[config.mk]
export PLATFORM = sky130hd
export DESIGN_NAME = serial_subtractor
export DESIGN_NICKNAME = d
export VERILOG_FILES = /design/src/rtl/serial_subtractor.sv
export SDC_FILE = /design/constraint.sdc
export NUM_CORES = 1
export LEC_CHECK = 0
export ABC_AREA = 0
export CAP_MARGIN = 20
export CORE_UTILIZATION = 50
export CTS_BUF_LIST = sky130_fd_sc_hd__clkbuf_8
export DETAILED_ROUTE_END_ITERATION = 16
export GPL_TIMING_DRIVEN = 0
export PLACE_DENSITY = 0.76
export SETUP_SLACK_MARGIN = 0.05
export SYNTH_ARGS = -nofsm -noshare
export SYNTH_HDL_FRONTEND = slang
export SYNTH_SLANG_ARGS = --single-unit
[constraint.sdc]
create_clock -name clk -period 1.6 [get_ports clk]
set_input_delay 0.24 -clock clk [delete_from_list [all_inputs] [get_ports clk]]
set_output_delay 0.24 -clock clk [all_outputs]
set_load 0.03 [all_outputs]
[src/rtl/serial_subtractor.sv]
// Bit-serial LSB-first two's-complement subtractor (diff = a - b) with a two-stage
// pipeline. Optional signed-overflow output is built when SERIAL_SUB_OVF_EN is defined.
module serial_subtractor #(
    parameter int WIDTH = 8
) (
    input  logic clk,
    input  logic rst_n,
    input  logic in_valid,
    input  logic in_first,
    input  logic a,
    input  logic b,
    output logic diff,
    output logic out_valid,
    output logic out_first,
    output logic out_last,
    output logic borrow_out,
    output logic abort,
    output logic ovf
);

    localparam int CW = (WIDTH > 2) ? $clog2(WIDTH) : 1;
    localparam logic [CW-1:0] LAST_IDX = CW'(WIDTH - 1);

    logic [CW-1:0] r_cnt;
    logic          r_s1_valid;
    logic          r_s1_a;
    logic          r_s1_b;
    logic          r_s1_first;
    logic          r_s1_last;
    logic          r_s1_abort;
    logic          r_borrow;
    logic          r_diff;
    logic          r_out_valid;
    logic          r_out_first;
    logic          r_out_last;
    logic          r_borrow_out;
    logic          r_abort;

    logic w_mid_word;
    logic w_accept;
    logic w_last;
    logic w_abort;
    logic w_bin;
    logic w_diff;
    logic w_bnext;

    // Accept decode: bits outside a word (counter 0, no in_first) are dropped
    always_comb begin
        w_mid_word = (r_cnt != '0);
        w_accept   = in_valid & (in_first | w_mid_word);
        w_last     = ~in_first & (r_cnt == LAST_IDX);
        w_abort    = in_first & w_mid_word;
    end

    // Stage 1: bit counter and input register with first/last/abort tags
    always_ff @(posedge clk or negedge rst_n) begin
        if (!rst_n) begin
            r_cnt      <= '0;
            r_s1_valid <= 1'b0;
            r_s1_a     <= 1'b0;
            r_s1_b     <= 1'b0;
            r_s1_first <= 1'b0;
            r_s1_last  <= 1'b0;
            r_s1_abort <= 1'b0;
        end else begin
            r_s1_valid <= w_accept;
            if (w_accept) begin
                r_s1_a     <= a;
                r_s1_b     <= b;
                r_s1_first <= in_first;
                r_s1_last  <= w_last;
                r_s1_abort <= w_abort;
                if (in_first) begin
                    r_cnt <= CW'(1);
                end else if (r_cnt == LAST_IDX) begin
                    r_cnt <= '0;
                end else begin
                    r_cnt <= r_cnt + CW'(1);
                end
            end else begin
                r_cnt <= r_cnt;
            end
        end
    end

    // Stage 2 combinational borrow logic; a word start never sees a stale borrow
    always_comb begin
        w_bin   = r_s1_first ? 1'b0 : r_borrow;
        w_diff  = r_s1_a ^ r_s1_b ^ w_bin;
        w_bnext = (~r_s1_a & r_s1_b) | (~(r_s1_a ^ r_s1_b) & w_bin);
    end

    // Stage 2: registered outputs and borrow state
    always_ff @(posedge clk or negedge rst_n) begin
        if (!rst_n) begin
            r_borrow     <= 1'b0;
            r_diff       <= 1'b0;
            r_out_valid  <= 1'b0;
            r_out_first  <= 1'b0;
            r_out_last   <= 1'b0;
            r_borrow_out <= 1'b0;
            r_abort      <= 1'b0;
        end else begin
            r_out_valid <= r_s1_valid;
            r_out_first <= r_s1_valid & r_s1_first;
            r_out_last  <= r_s1_valid & r_s1_last;
            r_abort     <= r_s1_valid & r_s1_abort;
            if (r_s1_valid) begin
                r_diff   <= w_diff;
                r_borrow <= r_s1_last ? 1'b0 : w_bnext;
                if (r_s1_last) begin
                    r_borrow_out <= w_bnext;
                end else begin
                    r_borrow_out <= r_borrow_out;
                end
            end else begin
                r_diff   <= r_diff;
                r_borrow <= r_borrow;
            end
        end
    end

`ifdef SERIAL_SUB_OVF_EN
    logic r_ovf;

    // Signed overflow: borrow into the MSB differs from borrow out of it
    always_ff @(posedge clk or negedge rst_n) begin
        if (!rst_n) begin
            r_ovf <= 1'b0;
        end else if (r_s1_valid && r_s1_last) begin
            r_ovf <= w_bin ^ w_bnext;
        end else begin
            r_ovf <= r_ovf;
        end
    end

    assign ovf = r_ovf;
`else
    assign ovf = 1'b0;
`endif

    assign diff       = r_diff;
    assign out_valid  = r_out_valid;
    assign out_first  = r_out_first;
    assign out_last   = r_out_last;
    assign borrow_out = r_borrow_out;
    assign abort      = r_abort;

endmodule

==> metrics.md, run 1 <==
| Metric | Value |
|---|---|
| Status | complete, no violations |
| Initial Utilization | 55.5% |
| Number of buffers added on ports | 10 |
| Cell family with most CP delay | buffers and inverters |
| Synth area leader | dfrtp_1 |
| Overflow after GRT | 0 |
| CTS Buf Count | 3 |
| Final Skew | 0.00226 ns |
| Die height | about 40 µm |
| 1st-pass router iterations | 2 |
| Top reg by flops | r_cnt |
| CP max stage delay | around 0.66 ns |
| Peak VDD IR | between 0.0008 and 0.0009 V |
| Cells after Synth | 58 |
| Clock transition at path regs | 0.06 ns |
| Critical path startpoint category | flop |
| Num ports | 13 |
| ANT cells | 0 |
| Tmin final | about 1.5 ns |
| Via density | 5.17 |
| Hold slack | between 0.2 and 0.3 ns |
| Hpwl dp | slightly above 800 µm |
| Area contributors post-synth | dfrtp_1 (54%), mux2_4 (6.1%), ha_1 (5.1%) |
| Maximum clock insertion buffer count | 2 |
| Placer Congestion | about 0.81 |
| Number of cells on the critical path | 1 |
| Hold Path Stages | 2 |
| Nets | between 80 and 90 |
| R2r worst-path depth | 5 |
| Max-Cap Viols | 0 |
| Relative slew slack | a little under three fifths |
| Initial drt markers | 5 |
| Synth Cell Area | around 740 µm² |
| Final setup TNS | 0 ns |
| Total wire length | between 1000 and 1500 µm |
| Asr flop ratio synth | 100% |
| Worst-Margin Slew | ~0.66 ns |
| Vias | 450 |
| Post-synthesis mux area share | roughly 9.0% |
| H-tree Lvls | 1 |
| Max FFs per register | 3 |
| Lkg Pwr | between 0.4 and 0.5 nW |
| Fmax | 672 MHz |
| Area Growth Syn to Fin | 23.5% |
| Max-slew violation count | 0 |
| DRC | 0 |
| Critical Setup Path Class | flop to primary output |
| Final Hold Vio Count | 0 |
| Worst path slowest cell | clkdlybuf4s50_1 |
| CTS root buffer | clkbuf_8 |
| Share of layout cells above drive strength 1 | 22.2% |
| Post-synthesis compound-gate area fraction | 13.2% |
| CP Buf/Inv Count | 1 |
| Crit-path max FO | 2 |
| Total core area | about 1300 µm² |
| Setup-failing EPs final | 0 |
| TritonCTS clock tree | built |
| Worst skew pair latency | 0.24 ns |
| Synth Flop Type | dfrtp_1 |
| # rows | 13 |
| Largest family of logic cells by synthesized area | compound AO/OA/AOI/OAI gates |
| CP cell instances | clkdlybuf4s50_1 |
| #FFs+latches synth | 16 |
| YS warnings | 0 |
| Syn_nets | 68 |
| Largest net degree at the start of global routing | 17 |
| Vias in the first global route | about 410 |
| Tightest Hold Check Type | input pin to flop |
| RSZ-0062 raised after global routing | false |
| Width of the die | 40.5 µm |
| Sink Count | 16 |
| Req. time, crit path | about 1.4 ns |
| Critical Path Sink Type | primary output |
| Routed len/inst | approximately 12 µm |
| Gr usage total | ~18% |
| Number of flops mapped to enable cells by yosys | 0 |
| Post-Synth Adder-Cell Area | 7.77% |
| Post-CTS Resized | 0 |
| Antenna viol nets, final | 0 |
| DIE AREA | 1640 µm² |
| XOR/XNOR Fraction of Synth Area | 0% |
| First-pass GRT wire length | between 1500 and 2000 µm |
| Pwr Density | 1600 nW/µm² |
| Synth Area in Simple Gates | about a tenth |
| Cell with the most instances after synthesis | dfrtp_1 |
| Synth cell count leaders | dfrtp_1 (16), inv_1 (8), and2_1 (3), ha_1 (3), mux2_4 (3) |
| Synth top area share | approximately 54% |
| Post-synthesis sequential area ratio | around 54% |
| Period Utilization, post-route | 93.0% |
| Setup Fix Bufs, Post-CTS | 0 |
| Worst Path Arrival | between 1 and 1.5 ns |
| # hold bufs at CTS | 0 |
| Initial antenna violation count | 0 |
| Count of cell types in the netlist | 25 |
| Avg Cell Area, Syn | 12.8 µm² |
## path summary, 6_finish.rpt
path	startpoint	slack (ns)	to
min in group asynchronous	rst_n	0.40	r_cnt[1]$_DFFE_PN0P_
min	in_valid	0.28	r_cnt[1]$_DFFE_PN0P_
max	diff$_DFFE_PN0P_	0.11	diff
max in group asynchronous	rst_n	0.77	r_cnt[2]$_DFFE_PN0P_
min reg2reg	r_s1_abort$_DFFE_PN0P_	0.50	r_s1_abort$_DFFE_PN0P_
max reg2reg	r_cnt[0]$_DFFE_PN0P_	0.15	r_s1_a$_DFFE_PN0P_
## where the power goes
part           switching (mW)  leakage, nW  internal (mW)
Sequential             0.0798        0.200          0.519
Combinational           0.262        0.219          0.260
Clock                   0.121       0.0288          0.218
## placed cells by master (no fill, tap or decap), drive strengths merged, types with 2 or more instances in the layout
master / count
nand2: 2
clkdlybuf4s50: 10
ha: 3
dfrtp: 16
nor2: 2
inv: 8
and2: 3
clkbuf: 4
o22ai: 2
nor2b: 2
a22o: 2
mux2: 4
buf: 2
## logic make-up after synthesis
kind of cell,count (synthesis)
buffers and inverters,10
AOI/OAI and AO/OA,11
and+or+nand+nor,11
muxes,5
other,1
DFF,16
adders and majority gates,4
## metrics by stage
| step | worst slack [ns] | cells | utilization (%) | power [mW] | instance area, µm² |
|---|---|---|---|---|---|
| floorplan | 0.264 | 58 | - | 0.961 | 741 |
| global placement | 0.0849 | 83 | 64.4 | 1.10 | 860 |
| detailed placement | 0.0776 | 83 | 64.4 | 1.13 | 860 |
| CTS | 0.101 | 87 | 68.6 | 1.48 | 915 |
| global route | 0.0530 | 87 | 68.6 | 1.57 | 915 |
| finish | 0.113 | 87 | 68.6 | 1.46 | 915 |
## layer usage
metal | vias up | track usage [%] | share of wire (%)
met1 | 218 | 22.6 | 47
met4 | 0 | 5.00 | 0
met2 | 12 | 27.0 | 48
met5 | - | 0 | 0
li1 | 220 | - | -
met3 | 0 | 8.33 | 4.6
## final cells by class
type | count | area [µm²]
timing repair buffer | 10 | 100
clock buffer | 4 | 55.1
tap | 15 | 18.8
buffer | 2 | 15.0
multi-input combinational | 32 | 295
sequential | 16 | 400
inverter | 8 | 30.0
fill | 104 | 419
Note: power is estimated with default switching activity, not from simulation.
==> run 2, diff against run 1 <==
==> constraint.sdc (replaced) <==
create_clock -name clk -period 1.8 [get_ports clk]
set_input_delay 0.27 -clock clk [delete_from_list [all_inputs] [get_ports clk]]
set_output_delay 0.27 -clock clk [all_outputs]
set_load 0.03 [all_outputs]
==> results of run 2 <==
Same layout as run 1 (identical final DEF). Status: complete, no violations.
Among the figures that moved: setup slack after placement 0.0776 ns -> 0.248 ns; setup slack after layout 0.113 ns -> 0.283 ns; hold slack 0.281 ns -> 0.311 ns; register-to-register setup slack 0.15 ns -> 0.35 ns; total power 1.46 mW -> 1.30 mW; worst IR drop on VDD 0.000838 V -> 0.000745 V
